<file path="config.mk">
export PLATFORM = sky130hd
export DESIGN_NAME = snake_move_ctrl_flat
export DESIGN_NICKNAME = d
export VERILOG_FILES = /design/src/rtl/snake_pkg.sv /design/src/rtl/snake_move_ctrl_if.sv /design/src/rtl/snake_tick_gen.sv /design/src/rtl/snake_move_ctrl.sv /design/src/flat_wrapper.sv
export SDC_FILE = /design/constraint.sdc
export NUM_CORES = 1
export LEC_CHECK = 0
export ABC_AREA = 1
export CORE_MARGIN = 5
export CORE_UTILIZATION = 40
export DETAILED_ROUTE_END_ITERATION = 8
export GPL_TIMING_DRIVEN = 0
export PLACE_DENSITY_LB_ADDON = 0.1
export SLEW_MARGIN = 10
export SYNTH_ARGS = -nofsm -noshare
export SYNTH_HDL_FRONTEND = slang
export SYNTH_SLANG_ARGS = --single-unit
</file>
<file path="constraint.sdc">
create_clock -name clk -period 2.1 [get_ports clk]
set_input_delay 0.42 -clock clk [delete_from_list [all_inputs] [get_ports clk]]
set_output_delay 0.42 -clock clk [all_outputs]
set_load 0.02 [all_outputs]
</file>
<file path="src/rtl/snake_pkg.sv">
// Shared encodings for the snake game: headings (also used by the button block),
// game states and default playfield dimensions.
package snake_pkg;

    typedef enum logic [1:0] {
        DIR_UP    = 2'b00,
        DIR_DOWN  = 2'b01,
        DIR_LEFT  = 2'b10,
        DIR_RIGHT = 2'b11
    } dir_e;

    typedef enum logic [1:0] {
        ST_IDLE = 2'b00,
        ST_RUN  = 2'b01,
        ST_OVER = 2'b10
    } state_e;

    localparam int DEF_GRID_W = 32;
    localparam int DEF_GRID_H = 24;

endpackage

</file>
<file path="src/rtl/snake_move_ctrl_if.sv">
// Control/status bundle between the game sequencer and its surroundings
// (button block, body logic, renderer). The slave modport is the controller side.
interface snake_move_ctrl_if #(
    parameter int GRID_W  = snake_pkg::DEF_GRID_W,
    parameter int GRID_H  = snake_pkg::DEF_GRID_H,
    parameter int MAX_LEN = 64
) ();
    import snake_pkg::*;

    logic                         start;
    dir_e                         direction;
    logic                         grow;
    logic                         self_hit;
    state_e                       state;
    logic                         step;
    logic [$clog2(GRID_W)-1:0]    head_x;
    logic [$clog2(GRID_H)-1:0]    head_y;
    logic [$clog2(MAX_LEN+1)-1:0] length;
    logic                         game_over;

    modport master (
        output start, direction, grow, self_hit,
        input  state, step, head_x, head_y, length, game_over
    );

    modport slave (
        input  start, direction, grow, self_hit,
        output state, step, head_x, head_y, length, game_over
    );

endinterface

</file>
<file path="src/rtl/snake_tick_gen.sv">
// Movement-step divider: counts 0..DIV-1 while enabled and flags the terminal
// count combinationally so the caller can register its reaction on the wrap edge.
module snake_tick_gen #(
    parameter int DIV = 4
) (
    input  logic clk,
    input  logic rst,
    input  logic i_en,
    input  logic i_clr,
    output logic o_tc
);
    localparam int              CNT_W = (DIV > 2) ? $clog2(DIV) : 1;
    localparam logic [CNT_W-1:0] LAST = CNT_W'(DIV - 1);

    logic [CNT_W-1:0] r_cnt;
    logic             w_last;

    assign w_last = (r_cnt == LAST);
    assign o_tc   = i_en && w_last;

    always_ff @(posedge clk or posedge rst) begin
        if (rst) begin
            r_cnt <= '0;
        end else if (i_clr) begin
            r_cnt <= '0;
        end else if (i_en) begin
            r_cnt <= w_last ? '0 : r_cnt + 1'b1;
        end
    end

endmodule

</file>
<file path="src/rtl/snake_move_ctrl.sv">
// Snake head sequencer: IDLE/RUN/OVER game FSM, periodic head movement with wall
// and self-collision detection, and a saturating length counter fed by grow pulses.
module snake_move_ctrl
    import snake_pkg::*;
#(
    parameter int TICK_DIV = 5000000,
    parameter int GRID_W   = DEF_GRID_W,
    parameter int GRID_H   = DEF_GRID_H,
    parameter int START_X  = 16,
    parameter int START_Y  = 12,
    parameter int INIT_LEN = 3,
    parameter int MAX_LEN  = 64
) (
    input logic              clk,
    input logic              reset,
    snake_move_ctrl_if.slave bus
);
    localparam int X_W = $clog2(GRID_W);
    localparam int Y_W = $clog2(GRID_H);
    localparam int L_W = $clog2(MAX_LEN + 1);

    localparam logic [X_W-1:0] X_START = X_W'(START_X);
    localparam logic [Y_W-1:0] Y_START = Y_W'(START_Y);
    localparam logic [X_W-1:0] X_LAST  = X_W'(GRID_W - 1);
    localparam logic [Y_W-1:0] Y_LAST  = Y_W'(GRID_H - 1);
    localparam logic [L_W-1:0] L_INIT  = L_W'(INIT_LEN);
    localparam logic [L_W-1:0] L_MAX   = L_W'(MAX_LEN);

    state_e         r_state, w_state_nxt;
    logic [X_W-1:0] r_head_x, w_head_x_nxt, w_move_x;
    logic [Y_W-1:0] r_head_y, w_head_y_nxt, w_move_y;
    logic [L_W-1:0] r_length, w_length_nxt, w_len_inc;
    logic           r_grow_pend, w_grow_pend_nxt;
    logic           r_step, w_step_nxt;
    logic           r_game_over;
    logic           w_tick, w_wall, w_div_en, w_div_clr;

    // Divider only runs while staying in RUN, so it reads 0 on every RUN entry.
    assign w_div_en  = (r_state == ST_RUN);
    assign w_div_clr = (w_state_nxt != ST_RUN);

    snake_tick_gen #(
        .DIV (TICK_DIV)
    ) u_tick (
        .clk   (clk),
        .rst   (reset),
        .i_en  (w_div_en),
        .i_clr (w_div_clr),
        .o_tc  (w_tick)
    );

    assign w_len_inc = (r_length < L_MAX) ? r_length + 1'b1 : r_length;

    // Candidate head; the underflow cases are caught explicitly before the wrap matters.
    always_comb begin
        w_move_x = r_head_x;
        w_move_y = r_head_y;
        w_wall   = 1'b0;
        case (bus.direction)
            DIR_UP: begin
                w_wall   = (r_head_y == '0);
                w_move_y = r_head_y - 1'b1;
            end
            DIR_DOWN: begin
                w_wall   = (r_head_y == Y_LAST);
                w_move_y = r_head_y + 1'b1;
            end
            DIR_LEFT: begin
                w_wall   = (r_head_x == '0);
                w_move_x = r_head_x - 1'b1;
            end
            default: begin
                w_wall   = (r_head_x == X_LAST);
                w_move_x = r_head_x + 1'b1;
            end
        endcase
    end

    always_comb begin
        w_state_nxt     = r_state;
        w_head_x_nxt    = r_head_x;
        w_head_y_nxt    = r_head_y;
        w_length_nxt    = r_length;
        w_grow_pend_nxt = r_grow_pend;
        w_step_nxt      = 1'b0;
        case (r_state)
            ST_IDLE: begin
                if (bus.start) begin
                    w_state_nxt     = ST_RUN;
                    w_head_x_nxt    = X_START;
                    w_head_y_nxt    = Y_START;
                    w_length_nxt    = L_INIT;
                    w_grow_pend_nxt = 1'b0;
                end
            end
            ST_RUN: begin
                if (bus.grow) begin
                    w_grow_pend_nxt = 1'b1;
                end
                // A collision with the body takes priority over a coincident move.
                if (bus.self_hit) begin
                    w_state_nxt = ST_OVER;
                end else if (w_tick) begin
                    if (w_wall) begin
                        w_state_nxt = ST_OVER;
                    end else begin
                        w_head_x_nxt = w_move_x;
                        w_head_y_nxt = w_move_y;
                        w_step_nxt   = 1'b1;
                        if (r_grow_pend || bus.grow) begin
                            w_length_nxt    = w_len_inc;
                            w_grow_pend_nxt = 1'b0;
                        end
                    end
                end
            end
            ST_OVER: begin
                if (bus.start) begin
                    w_state_nxt = ST_IDLE;
                end
            end
            default: begin
                w_state_nxt = ST_IDLE;
            end
        endcase
    end

    always_ff @(posedge clk or posedge reset) begin
        if (reset) begin
            r_state     <= ST_IDLE;
            r_head_x    <= X_START;
            r_head_y    <= Y_START;
            r_length    <= L_INIT;
            r_grow_pend <= 1'b0;
            r_step      <= 1'b0;
            r_game_over <= 1'b0;
        end else begin
            r_state     <= w_state_nxt;
            r_head_x    <= w_head_x_nxt;
            r_head_y    <= w_head_y_nxt;
            r_length    <= w_length_nxt;
            r_grow_pend <= w_grow_pend_nxt;
            r_step      <= w_step_nxt;
            r_game_over <= (w_state_nxt == ST_OVER);
        end
    end

    assign bus.state     = r_state;
    assign bus.step      = r_step;
    assign bus.head_x    = r_head_x;
    assign bus.head_y    = r_head_y;
    assign bus.length    = r_length;
    assign bus.game_over = r_game_over;

endmodule

</file>
<file path="src/flat_wrapper.sv">
// flat-port wrapper written by rule: the top's interface ports become plain ports
module snake_move_ctrl_flat import snake_pkg::*;
#(
    parameter int TICK_DIV = 5000000,
    parameter int GRID_W   = DEF_GRID_W,
    parameter int GRID_H   = DEF_GRID_H,
    parameter int START_X  = 16,
    parameter int START_Y  = 12,
    parameter int INIT_LEN = 3,
    parameter int MAX_LEN  = 64
)
  (clk, reset, bus_start, bus_direction, bus_grow, bus_self_hit, bus_state, bus_step, bus_head_x, bus_head_y, bus_length, bus_game_over);
  snake_move_ctrl_if #(.GRID_W(GRID_W), .GRID_H(GRID_H), .MAX_LEN(MAX_LEN)) bus_i ();
  input logic clk;
  input logic reset;
  input wire logic [$bits(bus_i.start)-1:0] bus_start;
  input wire logic [$bits(bus_i.direction)-1:0] bus_direction;
  input wire logic [$bits(bus_i.grow)-1:0] bus_grow;
  input wire logic [$bits(bus_i.self_hit)-1:0] bus_self_hit;
  output wire logic [$bits(bus_i.state)-1:0] bus_state;
  output wire logic [$bits(bus_i.step)-1:0] bus_step;
  output wire logic [$bits(bus_i.head_x)-1:0] bus_head_x;
  output wire logic [$bits(bus_i.head_y)-1:0] bus_head_y;
  output wire logic [$bits(bus_i.length)-1:0] bus_length;
  output wire logic [$bits(bus_i.game_over)-1:0] bus_game_over;
  assign bus_i.start = bus_start;
  assign bus_i.direction = bus_direction;
  assign bus_i.grow = bus_grow;
  assign bus_i.self_hit = bus_self_hit;
  assign bus_state = bus_i.state;
  assign bus_step = bus_i.step;
  assign bus_head_x = bus_i.head_x;
  assign bus_head_y = bus_i.head_y;
  assign bus_length = bus_i.length;
  assign bus_game_over = bus_i.game_over;
  snake_move_ctrl #(.TICK_DIV(TICK_DIV), .GRID_W(GRID_W), .GRID_H(GRID_H), .START_X(START_X), .START_Y(START_Y), .INIT_LEN(INIT_LEN), .MAX_LEN(MAX_LEN)) u_core (.clk(clk), .reset(reset), .bus(bus_i));
endmodule
</file>
==> metrics, run 1 <==
WP data arrival 2.20 ns; R2R Path End u_core.bus.head_x[3]; RSZ-0062 raised after global routing true; drt drc 0; top_reg_cell synth dfrtp_1; grt ovf 0; GPL Wtd Cong 0.878; Mapped Nets 490; Die X 101 um; FF+latch count, synth 45; hold_ws 0.477 ns; f_max 499 MHz; Avg Inst Size Synth 6.95 um^2; count leader, synth nand2_1; cell repeated most along the worst path nand2_1; Slew @ Worst Pin 0.585 ns; Req. time, crit path 2.30 ns; Initial Util 40.4%; cell row count 33; min Tclk post-route 2.00 ns; FF/Latch Area 1130 um^2; Max clock buf depth 2; sum of negative setup slack 0 ns; met3 Use GR 2.42%; Pre-antenna DRT Iters 4; Finish-stage setup viols 0; Crit Path Max Fanout 6; max_cap viols 0; Fin. Hold Viols 0; CP top delay family simple AND/OR/NAND/NOR gates; Pleak 0.00185 uW; via count 3043; clk sinks 45; global-route wire length before repair 14.5 mm; critical path startpoint category input pin; CTS clk-pin slew, worst paths 0.09 ns; Hold Path Class input pin to async pin; cell area after synthesis 3290 um^2; Final period util 95.3%; Root Driver clkbuf_8; GRT Util Overall 17.6%; met2 usage 28.9%; fin. max-slew vios 0; Antenna diodes 0; hold_buf cts 0; top post-synthesis cells by area dfrtp_1, nand2_1, nor2_1, nand4_1, inv_1; area of the core 8130 um^2; register area share after synthesis 34.4%; worst vdd ir 386 uV; DP HPWL 6.27 mm; Placed Cells 606; crit path buf inv count 2; slew margin rel. 60.8%; CTS tree built; Filler Cells Inserted 837; multi-input logic area 1920 um^2; Die Ht 101 um; wirelength, routed 8.36 mm; Clock Skew 0.00827 ns; met1 Use GR 24.1%; EDFF count, synth 0; fraction of registers with async set/reset 100%; Synth area leader dfrtp_1; WL/cell 13.6 um; path depth of the worst reg2reg path 8; largest net degree at the start of global routing 24; Via-to-Cell Ratio 4.95; post-synth top area share 30.4%; Final ANT Viol Nets 0; clock insertion delay at the later pin of the skew report 0.30 ns; status finished, final reports clean; Distinct cells, synth 35; CP max stage delay 0.50 ns; Post-synth top cells nand2_1, nor2_1, inv_1; CTS Buf Count 5; area of the die 10100 um^2; Power per Cell Area 1020 nW/um^2; Finished Layout Cells 615; initial antenna violation count 0; io pins 28; Detailed Route Iter0 Violations 100; number of global-route vias before repair 2883; Synth Warn # 0; Layout Nets 526; CP Class input pin to register; reg2reg start u_core.bus.state[1]; Post-Syn Instances 473; port buffer count 27; P&R area growth vs syn 18.2%; gr busiest metal met2; share of cells above drive strength 1 13.3%; crit end category register; flop2flop setup slack 0.18 ns; slowest CP cell clkdlybuf4s50_1; CP Cell Sequence clkdlybuf4s50_1 > nand2_1 > inv_2 > nor2_1 > a21oi_1 > nand3_1 > nand2_1 > nand2_1; H-tree level count 2
metal layers:
layer / up-vias / wire, um
met5: - / 0
met4: 0 / 116
met3: 10 / 216
met2: 38 / 4010
met1: 1405 / 4010
li1: 1590 / -
logic make-up after synthesis:
group,Yosys count,synth area share (%)
AO/OA/AOI/OAI,27,5.33
flip-flops,45,34.4
AND/OR/NAND/NOR,308,42.8
buffers and inverters,65,8.44
XOR/XNOR,18,4.79
adder cells (fa/ha/maj),10,4.26
worst max-delay path by stage:
stage	cells after the start	start	end
2_1_floorplan	13	u_core.u_tick.r_cnt[0]	u_core.bus.length[3]
3_3_place_gp	2	reset	u_core.u_tick.r_cnt[11]
3_5_place_dp	12	bus_direction[0]	u_core.bus.head_x[4]
4_1_cts	12	bus_direction[0]	u_core.bus.head_x[4]
5_1_grt	8	bus_start	u_core.bus.head_x[0]
6_report	8	bus_start	u_core.bus.head_x[3]
cell usage in the layout, fill, tap and decap left out, types with 8 or more instances in the layout:
cell type | synthesis | final
nand2_1 | 154 | 152
nor2_1 | 64 | 64
inv_1 | 46 | 44
dfrtp_1 | 40 | 39
nand4_1 | 37 | 37
clkdlybuf4s50_1 | 0 | 26
nand3_1 | 24 | 24
xor2_1 | 14 | 14
or2_2 | 9 | 9
o21ai_2 | 8 | 8
a21oi_1 | 9 | 8
flip-flops by register name (all words and copies together) (netlist names):
register	cells
u_core.u_tick.r_cnt	23
u_core.bus.length	7
u_core.bus.head_x	5
u_core.bus.head_y	5
u_core.bus.state	2
u_core.bus.game_over	1
u_core.bus.step	1
u_core.r_grow_pend	1
where the power goes:
group | internal, uW | switching [uW] | leakage, uW
Combinational | 738 | 1270 | 0.00119
Sequential | 1070 | 195 | 0.000600
Clock | 388 | 307 | 0.0000585
cell type report:
type                       count  share of cell area [%]
multi-input combinational    363                    49.4
clock inverter                 1                   0.772
clock buffer                   7                    2.22
inverter                      53                    5.24
tap                          105                    3.38
buffer                        12                    1.96
sequential                    45                    29.2
timing repair buffer          29                    7.92
timing repair:
item | 4_1_cts | 5_1_grt
buffers inserted | 0 | 1
resized for setup | 1 | 11
pin swaps | 0 | 1
endpoints found under the setup margin | 2 | 33
per-stage QoR:
step                power [uW]  utilization, %  setup WS, ns  area (um^2)
global placement          3230            45.4        -0.365         3690
global route              4330            47.8       -0.0299         3890
detailed placement        3270            45.7        -0.288         3720
finish                    3970            47.8        0.0979         3890
floorplan                 2600               -         0.389         3290
CTS                       3990            47.2        0.0253         3840
(Power assumes the default switching activity.)
==> run 2, diff against run 1 <==
Settings changed: CORE_UTILIZATION 40 to 59.
==> metrics, run 2 (same netlist as run 1, synthesis figures left out) <==
top layer in use met4; hold_ws 0.394 ns; cell row count 27; P&R area growth vs syn 17.0%; Detailed Route Iter0 Violations 167; largest net degree at the start of global routing 32; Placed Instance Area 3670 um^2; Pleak 0.00185 uW; crit end category register; H-tree level count 2; Layout Nets 526; io pins 28; grt ovf 0; Final period util 94.8%; most common cell after layout, fill and taps aside nand2_1; Final ANT Viol Nets 0; CTS clk-pin slew, worst paths 0.08 ns; wirelength, routed 8.19 mm; GRT Util Overall 23.6%; via count 3163; wire length on met3 385 um; Max clock buf depth 2; global-route wire length before repair 13.9 mm; area of the die 7170 um^2; design area 3850 um^2; CTS Buf Count 5; drt drc 0; DP Worst Slack -0.246 ns; min Tclk post-route 1.99 ns; Slew @ Worst Pin 0.603 ns; f_max 502 MHz; final core utilization 70.3%; Antenna diodes 0; share of cells above drive strength 1 13.1%; Power per Cell Area 1040 nW/um^2; Final WS setup 0.108 ns; Die Ht 84.7 um; area of the core 5470 um^2; fin. max-slew vios 0; initial antenna violation count 0; Req. time, crit path 2.34 ns; wire length on met2 4.27 mm; Hold Path Class input pin to async pin; max_cap viols 0; Via-to-Cell Ratio 5.43; number of global-route vias before repair 3050; worst vdd ir 600 uV; WP data arrival 2.23 ns; Clock Skew 0.0118 ns; port buffer count 27; Die X 84.7 um; Finish-stage setup viols 0; CP Class input pin to register; Initial Util 60.1%; Root Driver clkbuf_8; clock insertion delay at the later pin of the skew report 0.30 ns; critical path startpoint category input pin; Fin. Hold Viols 0; hold_buf cts 0; wire length on met1 3.36 mm; status finished, final reports clean; CTS tree built; WL/cell 14.1 um; flop2flop setup slack 0.11 ns; most frequent cells in the layout nand2_1, nor2_1, inv_1; Most flops, register u_core.u_tick.r_cnt; slew margin rel. 59.6%; GPL Wtd Cong 0.972; max FFs per register 23; Crit Path Max Fanout 5; clk sinks 45; DP HPWL 6.09 mm; Pre-antenna DRT Iters 5
-- run 2: through the flow --
stage | total power (uW) | setup TNS, ns | instances
2_1_floorplan | 2600 | 0 | 473
3_3_place_gp | 3190 | -16.01 | 572
3_5_place_dp | 3250 | -5.36 | 573
4_1_cts | 3950 | 0 | 581
5_1_grt | 4270 | -0.000161 | 582
6_report | 3990 | 0 | 582
-- run 2: final timing paths --
kind,startpoint,to,cells after the start
worst max-delay path,bus_direction[1],u_core.bus.head_y[4],11
worst min register to register,u_core.bus.head_x[4],u_core.bus.head_x[4],2
worst min-delay path,reset,u_core.u_tick.r_cnt[19],2
max in group asynchronous,reset,u_core.bus.length[0],3
worst max register to register,u_core.u_tick.r_cnt[0],u_core.bus.length[5],13
min in group clk,u_core.bus.head_x[4],u_core.bus.head_x[4],2
-- run 2: area by class of cell --
class | count | area [um^2]
multi-input cells | 363 | 1930
plain buffers | 12 | 76.3
well taps | 72 | 90.1
flip-flops and latches | 45 | 1130
fillers | 482 | 1630
clock inverters | 1 | 30.0
inverters | 53 | 204
repair buffers | 29 | 298
clock buffers | 7 | 86.3
-- run 2: worst max-delay path: stages --
cell	delay, ns
clkdlybuf4s50_1	0.52
inv_1	0.09
nand2_2	0.11
inv_1	0.08
fa_1	0.41
o21a_1	0.22
nand2_1	0.06
nand2_1	0.04
nor2_1	0.10
nand4_1	0.10
nand2_1	0.09
-- run 2: power breakdown --
part | total, uW | switching, uW | internal, uW | leakage, uW
registers | 1270 | 203 | 1070 | 0.000600
logic | 2030 | 1290 | 743 | 0.00119
clock network | 683 | 295 | 388 | 0.0000585
-- run 2: timing repair --
item | 4_1_cts | 5_1_grt
setup buffers | 0 | 1
resized for setup | 0 | 11
endpoints found under the setup margin | 0 | 33
-- run 2: routing by layer --
layer  global-route usage, %  up-vias
li1                        -     1586
met1                    28.3     1483
met2                    41.8       75
met3                    4.42       19
met4                    9.06        0
met5                       0        -
==> run 3, diff against run 2 <==
Settings changed: CELL_PAD_IN_SITES_DETAIL_PLACEMENT set to 0, CELL_PAD_IN_SITES_GLOBAL_PLACEMENT set to 1, CORE_UTILIZATION 59 to 42, RECOVER_POWER set to 50.
==> metrics, run 3 (same netlist as run 1, synthesis figures left out) <==
CTS Buf Count 5; f_max 505 MHz; Placed Instance Area 3710 um^2; number of global-route vias before repair 2952; io pins 28; RSZ-0062 raised after global routing true; CTS tree built; clk sinks 45; Finished Layout Cells 612; Root Driver clkbuf_8; max_cap viols 0; WP data arrival 2.23 ns; drt drc 0; Fin. Hold Viols 0; clock insertion delay at the later pin of the skew report 0.30 ns; Die X 98.5 um; Crit Path Max Fanout 10; crit end category register; worst vdd ir 279 uV; Pleak 0.00185 uW; initial antenna violation count 0; DP Worst Slack -0.272 ns; area of the core 7690 um^2; fin. max-slew vios 0; cell row count 32; share of cells above drive strength 1 12.9%; Finish-stage setup viols 0; Detailed Route Iter0 Violations 66; design area 3850 um^2; GPL Wtd Cong 0.857; slew margin rel. 56.7%; worst hold path depth 2; met1 Use GR 22.5%; Via-to-Cell Ratio 4.99; port buffer count 27; Most flops, register u_core.u_tick.r_cnt; largest net degree at the start of global routing 32; path depth of the worst reg2reg path 13; P&R area growth vs syn 16.9%; CP Class input pin to register; met3 Use GR 2.48%; CP Launch Point bus_direction[0]; Endpoint, Worst Hold u_core.bus.head_x[4]; Final ANT Viol Nets 0; min Tclk post-route 1.98 ns; cell repeated most along the worst path nand4_1; Req. time, crit path 2.35 ns; most frequent cells in the layout nand2_1, nor2_1, inv_1; max FFs per register 23; status finished, final reports clean; Antenna diodes 0; flop2flop setup slack 0.15 ns; Placed Cells 603; Initial Util 42.8%; wirelength, routed 8.63 mm; Final period util 94.3%; area of the die 9700 um^2; hold_sp u_core.bus.head_x[4]; via count 3051; global-route wire length before repair 14.5 mm; most common cell after layout, fill and taps aside nand2_1; Final WS setup 0.121 ns; Clock Skew 0.00683 ns; Hold Path Class register to register; met2 usage 33.4%; CP Cell Sequence clkdlybuf4s50_1 > inv_1 > nand2_1 > inv_2 > nand4_1 > nand4_1 > nand2_2 > buf_2 > nand4_1 > nand2_1; WL/cell 14.1 um; R2R Path End u_core.bus.length[5]; slowest CP cell clkdlybuf4s50_1; Pre-antenna DRT Iters 4; critical path startpoint category input pin; Layout Nets 526; DP HPWL 6.47 mm; Max clock buf depth 2; reg2reg start u_core.u_tick.r_cnt[0]; Power per Cell Area 986 nW/um^2; gr busiest metal met2; total power 3790 uW; H-tree level count 2; Slew @ Worst Pin 0.648 ns; grt ovf 0; Die Ht 98.5 um; CP max stage delay 0.51 ns; CTS clk-pin slew, worst paths 0.09 ns; GRT Util Overall 18.2%; hold_ws 0.471 ns
-- run 3: cell count changes in the layout (fill, tap and decap cells not counted), sizes merged --
| cell | previous run | this run |
|---|---|---|
| buf | 8 | 9 |
| bufinv | 1 | 0 |
| clkbuf | 13 | 12 |
| clkdlybuf4s50 | 27 | 19 |
| clkinvlp | 0 | 1 |
| dlygate4sd3 | 0 | 7 |
| dlymetal6s2s | 0 | 1 |
-- run 3: stage by stage --
step                      utilization, %  setup TNS, ns
after global routing                50.0        -0.0372
after floorplan                        -              0
final                               50.0              0
after global placement              48.0         -22.43
after CTS                           49.4              0
after detailed placement            48.2          -6.56
-- run 3: final cells by class --
class / count / area, um^2
Buffer: 12 / 73.8
Sequential cell: 45 / 1130
Timing Repair Buffer: 29 / 300
Clock buffer: 7 / 76.3
Inverter: 53 / 204
Tap cell: 102 / 128
Clock inverter: 1 / 7.51
Multi-Input combinational cell: 363 / 1920
Fill cell: 834 / 3840
-- run 3: metal layers --
metal  routed length [um]  vias to the layer above  share of wire [%]
li1                     -                     1585                  -
met1                 3840                     1419                 44
met2                 4450                       39                 52
met3                  233                        8                2.7
met4                  113                        0                1.3
met5                    0                        -                  0
-- run 3: worst max-delay path: cells and delay by family --
family,cells,cell delay (ns)
buf+inv,4,0.93
simple gates,6,0.87
-- run 3: what timing repair did --
| item | CTS | global route |
|---|---|---|
| resized for setup | 1 | 10 |
| setup endpoints to repair | 4 | 35 |
| hold buffers | 0 | 0 |
| setup buffers | 0 | 1 |
| pin swaps | 0 | 1 |
-- run 3: how the worst max path moves through the flow --
stage               slack, ns                 endpoint  cells after the start
floorplan                0.39     u_core.bus.length[3]                     13
global placement        -0.41     u_core.bus.head_y[1]                      2
detailed placement      -0.27     u_core.bus.head_y[4]                     11
CTS                      0.04  u_core.u_tick.r_cnt[14]                      9
global route            -0.02     u_core.bus.head_y[0]                     10
finish                   0.12     u_core.bus.head_y[1]                     10
-- run 3: report_power, final --
group | switching [uW] | internal [uW]
registers | 202 | 1070
logic | 1270 | 718
clock network | 302 | 236
total | 1770 | 2020
